File: src/rtl/load_store_unit_if.sv
// Data-memory bus between the load/store unit and the memory system.
//   req    : bus request, held until gnt
//   we     : write strobe (store)
//   addr   : word address, bits [1:0] always 00
//   wdata  : store data, replicated across lanes for sub-word stores
//   be     : byte enables
//   gnt    : request accepted
//   rvalid : read data valid
//   rdata  : read data word
interface load_store_unit_if;
    logic        req;
    logic        we;
    logic [31:0] addr;
    logic [31:0] wdata;
    logic [3:0]  be;
    logic        gnt;
    logic        rvalid;
    logic [31:0] rdata;

    modport master (
        output req, we, addr, wdata, be,
        input  gnt, rvalid, rdata
    );

    modport slave (
        input  req, we, addr, wdata, be,
        output gnt, rvalid, rdata
    );
endinterface

File: src/rtl/load_store_unit.sv
// Load/store unit: passes non-memory results straight to the register file and runs a single
// outstanding LOAD or STORE on the data-memory bus, with alignment/func3 checks and a
// grant/read-data timeout.
//   clk, rst_n           : clock, asynchronous active-low reset
//   in_valid             : instruction valid from decode/execute
//   opcode, func3        : instruction opcode and access size/sign
//   wb_reg, rd_num       : instruction writes rd, destination register
//   rd_data              : ALU result (effective address for memory ops)
//   rs2_data             : store data
//   stall                : upstream holds its inputs while high
//   dmem                 : data-memory bus (master side)
//   reg_we/wnum/wdata    : register-file write port
//   fault                : one-cycle pulse on misalign, illegal func3 or timeout
module load_store_unit #(
    parameter int unsigned TIMEOUT_CYCLES = 255
) (
    input  logic                     clk,
    input  logic                     rst_n,
    input  logic                     in_valid,
    input  logic [6:0]               opcode,
    input  logic [2:0]               func3,
    input  logic                     wb_reg,
    input  logic [4:0]               rd_num,
    input  logic [31:0]              rd_data,
    input  logic [31:0]              rs2_data,
    output logic                     stall,
    load_store_unit_if.master        dmem,
    output logic                     reg_we,
    output logic [4:0]               reg_wnum,
    output logic [31:0]              reg_wdata,
    output logic                     fault
);
    localparam logic [6:0] OpLoad      = 7'b0000011;
    localparam logic [6:0] OpStore     = 7'b0100011;
    localparam logic [7:0] TimeoutLast = 8'(TIMEOUT_CYCLES - 1);

    typedef enum logic [1:0] {StIdle, StReq, StWait, StWb} state_e;

    state_e      state_q, state_d;
    logic [7:0]  cnt_q, cnt_d;
    logic [31:0] addr_q, sdata_q, ldata_q, ldata_d;
    logic [2:0]  func3_q;
    logic [4:0]  rd_q;
    logic        store_q, fault_q, fault_d, capture;

    logic        is_load, is_store, func3_ok, aligned, mem_ok;
    logic        stall_c, reg_we_c;
    logic [4:0]  reg_wnum_c;
    logic [31:0] reg_wdata_c;
    logic [3:0]  be_c;
    logic [31:0] wdata_c;
    logic        in_req;

    // Byte/half lane select by address offset, then sign or zero extension.
    function automatic logic [31:0] extract(logic [2:0] f3, logic [1:0] off, logic [31:0] word);
        logic [31:0] sh;
        logic [15:0] half;
        logic [31:0] res;
        sh   = word >> {off, 3'b000};
        half = off[1] ? word[31:16] : word[15:0];
        unique case (f3)
            3'b000:  res = {{24{sh[7]}}, sh[7:0]};
            3'b001:  res = {{16{half[15]}}, half};
            3'b100:  res = {24'h0, sh[7:0]};
            3'b101:  res = {16'h0, half};
            default: res = word;
        endcase
        return res;
    endfunction

    // Decode and legality of the incoming instruction.
    always_comb begin
        is_load  = opcode == OpLoad;
        is_store = opcode == OpStore;
        if (is_store) begin
            func3_ok = func3 inside {3'b000, 3'b001, 3'b010};
        end else begin
            func3_ok = func3 inside {3'b000, 3'b001, 3'b010, 3'b100, 3'b101};
        end
        case (func3[1:0])
            2'b01:   aligned = ~rd_data[0];
            2'b10:   aligned = rd_data[1:0] == 2'b00;
            default: aligned = 1'b1;
        endcase
        mem_ok = func3_ok & aligned;
    end

    // Store lanes from the latched request.
    always_comb begin
        be_c    = 4'b0000;
        wdata_c = '0;
        case (func3_q[1:0])
            2'b00: begin
                be_c    = 4'b0001 << addr_q[1:0];
                wdata_c = {4{sdata_q[7:0]}};
            end
            2'b01: begin
                be_c    = 4'b0011 << {addr_q[1], 1'b0};
                wdata_c = {2{sdata_q[15:0]}};
            end
            default: begin
                be_c    = 4'b1111;
                wdata_c = sdata_q;
            end
        endcase
    end

    // Next-state and outputs.
    always_comb begin
        state_d     = state_q;
        cnt_d       = '0;
        fault_d     = 1'b0;
        capture     = 1'b0;
        ldata_d     = ldata_q;
        stall_c     = 1'b0;
        reg_we_c    = 1'b0;
        reg_wnum_c  = '0;
        reg_wdata_c = '0;
        unique case (state_q)
            StIdle: begin
                if (in_valid) begin
                    if (is_load || is_store) begin
                        if (mem_ok) begin
                            stall_c = 1'b1;
                            capture = 1'b1;
                            state_d = StReq;
                        end else begin
                            fault_d = 1'b1;
                        end
                    end else begin
                        reg_we_c    = wb_reg && (rd_num != 5'd0);
                        reg_wnum_c  = rd_num;
                        reg_wdata_c = rd_data;
                    end
                end
            end
            StReq: begin
                stall_c = 1'b1;
                if (dmem.gnt) begin
                    if (store_q) begin
                        stall_c = 1'b0;
                        state_d = StIdle;
                    end else begin
                        state_d = StWait;
                    end
                end else if (cnt_q == TimeoutLast) begin
                    stall_c = 1'b0;
                    fault_d = 1'b1;
                    state_d = StIdle;
                end else begin
                    cnt_d = cnt_q + 8'd1;
                end
            end
            StWait: begin
                stall_c = 1'b1;
                if (dmem.rvalid) begin
                    ldata_d = extract(func3_q, addr_q[1:0], dmem.rdata);
                    state_d = StWb;
                end else if (cnt_q == TimeoutLast) begin
                    stall_c = 1'b0;
                    fault_d = 1'b1;
                    state_d = StIdle;
                end else begin
                    cnt_d = cnt_q + 8'd1;
                end
            end
            StWb: begin
                reg_we_c    = rd_q != 5'd0;
                reg_wnum_c  = rd_q;
                reg_wdata_c = ldata_q;
                state_d     = StIdle;
            end
            default: state_d = StIdle;
        endcase
    end

    always_ff @(posedge clk or negedge rst_n) begin
        if (!rst_n) begin
            state_q <= StIdle;
            cnt_q   <= '0;
            fault_q <= 1'b0;
            addr_q  <= '0;
            sdata_q <= '0;
            ldata_q <= '0;
            func3_q <= '0;
            rd_q    <= '0;
            store_q <= 1'b0;
        end else begin
            state_q <= state_d;
            cnt_q   <= cnt_d;
            fault_q <= fault_d;
            ldata_q <= ldata_d;
            if (capture) begin
                addr_q  <= rd_data;
                sdata_q <= rs2_data;
                func3_q <= func3;
                rd_q    <= rd_num;
                store_q <= is_store;
            end
        end
    end

    assign in_req     = state_q == StReq;
    assign dmem.req   = in_req;
    assign dmem.we    = in_req & store_q;
    assign dmem.addr  = in_req ? {addr_q[31:2], 2'b00} : '0;
    assign dmem.be    = in_req ? be_c : '0;
    assign dmem.wdata = (in_req & store_q) ? wdata_c : '0;

    // Outputs fed combinationally from upstream inputs are forced low while reset is held.
    assign stall     = rst_n & stall_c;
    assign reg_we    = rst_n & reg_we_c;
    assign reg_wnum  = rst_n ? reg_wnum_c : '0;
    assign reg_wdata = rst_n ? reg_wdata_c : '0;
    assign fault     = fault_q;
endmodule

File: src/flat_wrapper.sv
// flat-port wrapper written by rule: the top's interface ports become plain ports
module load_store_unit_flat 
#(
    parameter int unsigned TIMEOUT_CYCLES = 255
)
  (clk, rst_n, in_valid, opcode, func3, wb_reg, rd_num, rd_data, rs2_data, stall, reg_we, reg_wnum, reg_wdata, fault, dmem_req, dmem_we, dmem_addr, dmem_wdata, dmem_be, dmem_gnt, dmem_rvalid, dmem_rdata);
  load_store_unit_if dmem_i ();
  input  logic clk;
  input  logic rst_n;
  input  logic in_valid;
  input  logic [6:0] opcode;
  input  logic [2:0] func3;
  input  logic wb_reg;
  input  logic [4:0] rd_num;
  input  logic [31:0] rd_data;
  input  logic [31:0] rs2_data;
  output logic stall;
  output logic reg_we;
  output logic [4:0] reg_wnum;
  output logic [31:0] reg_wdata;
  output logic fault;
  output wire logic [$bits(dmem_i.req)-1:0] dmem_req;
  output wire logic [$bits(dmem_i.we)-1:0] dmem_we;
  output wire logic [$bits(dmem_i.addr)-1:0] dmem_addr;
  output wire logic [$bits(dmem_i.wdata)-1:0] dmem_wdata;
  output wire logic [$bits(dmem_i.be)-1:0] dmem_be;
  input wire logic [$bits(dmem_i.gnt)-1:0] dmem_gnt;
  input wire logic [$bits(dmem_i.rvalid)-1:0] dmem_rvalid;
  input wire logic [$bits(dmem_i.rdata)-1:0] dmem_rdata;
  assign dmem_req = dmem_i.req;
  assign dmem_we = dmem_i.we;
  assign dmem_addr = dmem_i.addr;
  assign dmem_wdata = dmem_i.wdata;
  assign dmem_be = dmem_i.be;
  assign dmem_i.gnt = dmem_gnt;
  assign dmem_i.rvalid = dmem_rvalid;
  assign dmem_i.rdata = dmem_rdata;
  load_store_unit #(.TIMEOUT_CYCLES(TIMEOUT_CYCLES)) u_core (.clk(clk), .rst_n(rst_n), .in_valid(in_valid), .opcode(opcode), .func3(func3), .wb_reg(wb_reg), .rd_num(rd_num), .rd_data(rd_data), .rs2_data(rs2_data), .stall(stall), .dmem(dmem_i), .reg_we(reg_we), .reg_wnum(reg_wnum), .reg_wdata(reg_wdata), .fault(fault));
endmodule
File: config.mk
export PLATFORM = sky130hd
export DESIGN_NAME = load_store_unit_flat
export DESIGN_NICKNAME = d
export VERILOG_FILES = /design/src/rtl/load_store_unit_if.sv /design/src/rtl/load_store_unit.sv /design/src/flat_wrapper.sv
export SDC_FILE = /design/constraint.sdc
export NUM_CORES = 1
export LEC_CHECK = 0
export ABC_AREA = 1
export ABC_CLOCK_PERIOD_IN_PS = 2700
export CORE_MARGIN = 2
export CORE_UTILIZATION = 45
export DETAILED_ROUTE_END_ITERATION = 16
export PLACE_DENSITY = 0.81
export SLEW_MARGIN = 40
export SYNTH_ARGS = -nofsm -noshare
export SYNTH_HDL_FRONTEND = slang
export SYNTH_SLANG_ARGS = --single-unit
File: constraint.sdc
create_clock -name clk -period 2.7 [get_ports clk]
set_clock_uncertainty 0.05 [all_clocks]
set_input_delay 0.81 -clock clk [delete_from_list [all_inputs] [get_ports clk]]
set_output_delay 0.81 -clock clk [all_outputs]
set_load 0.05 [all_outputs]
## Yosys cells after proc, flatten, opt, wreduce, memory -nomap -nowiden

Index checks and enable logic that the tools add are counted.

- Bitwise gates (word level): 5
- Shift-type cells: 3
- Add/sub/neg operators: 1
- Eq/ne operators: 19
- Reduce and logical (&&, ||, !) cells: 13
- Multiplexer cells: 48

Operators with widths:

| cell | count |
|---|---|
| 32-bit two-way mux | 5 |
| 32-bit case mux with 2 select lines | 2 |
| 32-bit case mux with 4 select lines | 1 |
| 32-bit by 5-bit >> shifter with 8-bit output | 1 |
| 8-bit two-way mux | 3 |
| 1-bit two-way mux | 17 |
| 16-bit two-way mux | 1 |
| 8-bit case mux with 2 select lines | 1 |
| 5-bit two-way mux | 3 |
| 5-bit nonzero test | 3 |
| 2-bit two-way mux | 7 |
| 3-bit == test (second input constant) | 4 |
| 5-bit case mux with 2 select lines | 1 |
| 8-bit by 1-bit adder with 8-bit output (second input constant) | 1 |
| 8-bit == test (second input constant) | 1 |
| 2-bit case mux with 4 select lines | 1 |
| 4-bit case mux with 2 select lines | 1 |
| 7-bit by 2-bit == test with 1-bit output (second input constant) | 1 |
| 7-bit by 6-bit == test with 1-bit output (second input constant) | 1 |
| 2-bit by 1-bit == test with 1-bit output (second input constant) | 3 |
| 2-bit == test (second input constant) | 3 |
| 3-bit by 1-bit == test with 1-bit output (second input constant) | 2 |
| 2-bit logical NOT | 3 |
| 3-bit logical NOT | 2 |
| other kinds (15) | 21 |

- Output and inout port bits: 110
- Input port bits: 117
- Flip-flop bits (word level): 116

## Longest topological paths before layout

- Word-level depth: 9
- Gate-level depth with buffers: 10
- Mapped depth without buffers: 10

## Least setup slack after synthesis

OpenSTA, ideal clock, no wires.

- Path type: register -> output
- Start: register u_core.state_q[1]
- End: output port dmem_wdata[15]
- Cell stages (with the launch flop): 7
- Setup slack: -0.843 ns
- Arrival time: 2.683 ns
- Cells stage by stage: dfrtp_1 inv_1 ha_1 clkbuf_1 nand2_2 buf_1 nor3_1

- Word-level cells in the longest chain between the ends: 3

Ends and longest elaborated chain:

| item | RTL line | source |
|---|---|---|
| start: declaration | load_store_unit.sv:39 | `state_e state_q, state_d;` |
| start signal: assignment | load_store_unit.sv:179 | `state_q <= StIdle;` |
| start signal: assignment | load_store_unit.sv:189 | `state_q <= state_d;` |
| 2-bit by 1-bit == test with 1-bit output | load_store_unit.sv:203 | `assign in_req = state_q == StReq;` |
| net dmem_req | flat_wrapper.sv:22 | `output wire logic [$bits(dmem_i.req)-1:0] dmem_req;` |
| 1-bit bitwise AND | load_store_unit.sv:208 | `assign dmem.wdata = (in_req & store_q) ? wdata_c : '0;` |
| 32-bit two-way mux | load_store_unit.sv:208 |  |
| end: declaration | flat_wrapper.sv:25 | `output wire logic [$bits(dmem_i.wdata)-1:0] dmem_wdata;` |

The timed path passes the listed nets, and every way through them passes these cells.

## Final worst setup path

- Start: register u_core.state_q[0]
- End: output port reg_wdata[15]

- Word-level cells in the longest chain between the ends: 3
- Elaborated cells on any way between the ends: 4

Ends and longest elaborated chain:

| item | RTL line | source |
|---|---|---|
| 2-bit == test or 2-bit logical NOT (tied branches) | load_store_unit.sv:119 | `unique case (state_q)` |
| 32-bit case mux with 2 select lines * | load_store_unit.sv:119 |  |
| 32-bit two-way mux * | load_store_unit.sv:214 | `assign reg_wdata = rst_n ? reg_wdata_c : '0;` |
| end: declaration | flat_wrapper.sv:20 | `output logic [31:0] reg_wdata;` |

Mark *: on every way between the ends. The rest lies on a longest branch, timed or not.

==> metrics.txt <==
worst skew pair latency=0.41 ns; IO buf count=224; Die Wd=126.8 um; H-tree depth=4; vias in the first global route=8305; PD cells=688.2 mW/mm^2; fin util=88.26%; largest net degree at the start of global routing=117; aggregate global routing overflow=0; routed length on met3=3.717 mm; fin. max-slew vios=0; status=complete, but fails checks; Syn-to-layout area delta=90.34%; Slew HR=between 40% and 50%; WP data arrival=2.04 ns; Synth Warn #=0; die height=approximately 130 um; Least-Margin Pin Slew=0.7914 ns; Final #Nets=1369; met2 routed WL=roughly 16 mm; crit path kind=flip-flop to output pin; violated checks=negative setup slack; via count=8863; crit path max fanout=8; VDD IR-drop max=731.5 uV; crit path time final=2.897 ns; RSZ-0062 raised after global routing=true; maxcap violations=0; leakage=5.971 nW; Setup TNS Final=-6.553 ns; Post-Route M1 WL=11.23 mm; Global Route Usage Sum=roughly 37%; synthesized area=~0.0068 sq mm; CTS clk-pin slew, worst paths=0.05 ns; placeable core area=0.01464 sq mm; Place WS=-0.5727 ns; Period Utilization, post-route=107.3%; row cnt=44; CTS tree=yes; post-synthesis sequential area ratio=roughly 43%; first-pass GRT wire length=roughly 46 mm; Non-Filler Instances=1437; Clock Sink Count=about 120; synth unique cells=36; 1st-pass router iterations=8; Final GP Congestion=0.9001; Design Power=between 0.008 and 0.009 W; clock tree buffer depth=2; DPL Wire Length=17.58 mm; crit path capture type=output pin; initial antenna violation count=1; syn avg cell area=around 7 sq um; # setup viols final=between 60 and 70; R2R Path Start=u_core.state_q[0]$_DFFE_PN0P_; worst hold path class=flip-flop to flip-flop; drt drc=0; Top Ports=roughly 230; critical path endpoint=reg_wdata[15]; Num CTS Buffers=17; Root Driver=clkbuf_16; vias per std cell=6.168; antenna-violating nets left=0; total die area=0.01609 sq mm; register bit total from synthesis=116; CP Launch Type=flip-flop; initial DRC count=1065; Worst Reg-to-Reg Cells=9; Routed WL per cell=about 24 um; # diodes=0; top layer in use=met5; final hold vios=0; slack of the worst reg-to-reg path=0.30 ns; Peak Freq=345.2 MHz; Initial Utilization=a little under half; Cells after DPL=between 1000 and 1500; Setup WS post-layout=-0.1971 ns; capturing point of the worst reg2reg path=u_core.sdata_q[6]$_DFFE_PN0P_; WP data required=1.84 ns; crit path launch=u_core.state_q[0]$_DFFE_PN0P_; Syn Inst Count=973; share of layout cells above drive strength 1=33.44%; final WL=33.80 mm
## synth_stat cells
| cell type | count | area [sq um] |
|---|---|---|
| nand2_1 | 324 | 1216 |
| clkbuf_1 | 25 | 93.84 |
| clkinv_1 | 1 | 3.750 |
| o22ai_1 | 3 | 18.77 |
| or2_2 | 1 | 6.260 |
| o211ai_1 | 2 | 15.01 |
| nor3b_1 | 2 | 15.01 |
| nor2_1 | 71 | 266.5 |
| o221a_2 | 3 | 33.78 |
| a21oi_1 | 88 | 440.4 |
| xnor2_1 | 1 | 8.760 |
| o221ai_1 | 2 | 17.52 |
| nor2_2 | 2 | 12.51 |
| ha_1 | 10 | 125.1 |
| buf_4 | 7 | 52.55 |
| nand2_4 | 1 | 11.26 |
| buf_1 | 3 | 11.26 |
| buf_2 | 24 | 120.1 |
| inv_1 | 89 | 334.1 |
| o21ai_1 | 30 | 150.1 |
| o21ai_0 | 25 | 125.1 |
| nand3_1 | 101 | 505.5 |
| nor3_1 | 4 | 20.02 |
| conb_1 | 1 | 3.750 |
| inv_2 | 5 | 18.77 |
| a31oi_1 | 2 | 12.51 |
| o31ai_1 | 1 | 7.510 |
| a21o_1 | 7 | 52.55 |
| o21bai_1 | 7 | 52.55 |
| a211oi_1 | 4 | 30.03 |
| nor2_4 | 1 | 11.26 |
| buf_6 | 3 | 33.78 |
| nand2_2 | 3 | 18.77 |
| xor2_1 | 3 | 26.28 |
| dfrtp_1 | 116 | 2903 |
| nor3_4 | 1 | 16.27 |
## state kept, by name, indices dropped and copies added, names as in the netlist
name and flops:
u_core.cnt_q 8, u_core.ldata_q 32, u_core.store_q 1, u_core.fault 1, u_core.addr_q 32, u_core.sdata_q 32
u_core.func3_q 3, u_core.rd_q 5, u_core.state_q 2
## per-layer routing
layer	up-vias	track usage, %
li1	3646	-
met1	4181	44.08
met2	788	62.49
met3	246	9.194
met4	2	17.52
met5	-	0
## worst max-delay path, cell delays in order, from the launching register on
cell and delay (ns):
dfrtp_2 0.43, inv_2 0.09, ha_4 0.14, nand2_2 0.05, inv_2 0.06, nand2_4 0.07
inv_8 0.08, buf_6 0.11, buf_12 0.17, nand2_4 0.07, a21oi_4 0.18, buf_12 0.15
## through the flow
stage                     cell area (sq um)  hold slack (ns)
after floorplan                        7416           0.3867
after global placement                10930           0.4026
after detailed placement              10930           0.4088
after CTS                             12320           0.4224
after global routing                  12920           0.4336
final                                 12920           0.4219
## worst min path at each step
| stage | start | to | slack [ns] | depth (start not counted) |
|---|---|---|---|---|
| detailed placement | u_core.addr_q[11]$_DFFE_PN0P_ | u_core.addr_q[11]$_DFFE_PN0P_ | 0.41 | 2 |
| floorplan | u_core.sdata_q[23]$_DFFE_PN0P_ | u_core.sdata_q[23]$_DFFE_PN0P_ | 0.39 | 2 |
| global placement | u_core.sdata_q[23]$_DFFE_PN0P_ | u_core.sdata_q[23]$_DFFE_PN0P_ | 0.40 | 2 |
| global route | u_core.addr_q[13]$_DFFE_PN0P_ | u_core.addr_q[13]$_DFFE_PN0P_ | 0.43 | 2 |
| finish | u_core.addr_q[30]$_DFFE_PN0P_ | u_core.addr_q[30]$_DFFE_PN0P_ | 0.42 | 2 |
| CTS | u_core.addr_q[30]$_DFFE_PN0P_ | u_core.addr_q[30]$_DFFE_PN0P_ | 0.42 | 2 |
## repair_timing
item | CTS | global route
cloned | 5 | 6
pin swaps | 40 | 49
hold buffers | 0 | 0
setup endpoints to repair | 69 | 66
resized for setup | 198 | 80
buffers inserted | 22 | 22
## cell type report
class,count,area [sq um]
Tap cell,184,230.2
Fill cell,614,1719
Multi-Input combinational cell,701,4548
Timing Repair inverter,1,11.26
Sequential cell,116,2907
Clock buffer,25,495.5
Timing Repair Buffer,310,4283
Clock inverter,5,50.05
Inverter,95,400.4
## cells by family after synthesis
family,Yosys count,share of synthesized area (%)
DFF,116,42.75
adders and majority gates,10,1.843
and+or+nand+nor,511,30.92
xor gates and xnor gates,4,0.5160
AOI/OAI and AO/OA,174,14.08
other,1,0.05523
buffers and inverters,157,9.840
## placed cells by master, fill, tap and decap left out, drive strengths merged, types with 10 or more instances in the layout
cell type	Yosys	routed
a21oi	88	88
buf	37	196
clkbuf	25	32
clkdlybuf4s50	0	96
dfrtp	116	116
ha	10	10
inv	94	94
nand2	328	328
nand3	101	101
nor2	74	74
o21ai	55	55
## power by group
group | internal [W] | switching (W) | leakage (nW)
Sequential | 0.00206 | 0.000262 | 1.54
Clock | 0.00135 | 0.000795 | 0.273
Combinational | 0.00184 | 0.00259 | 4.16
Total | 0.00525 | 0.00364 | 5.97
(Power assumes the default switching activity.)
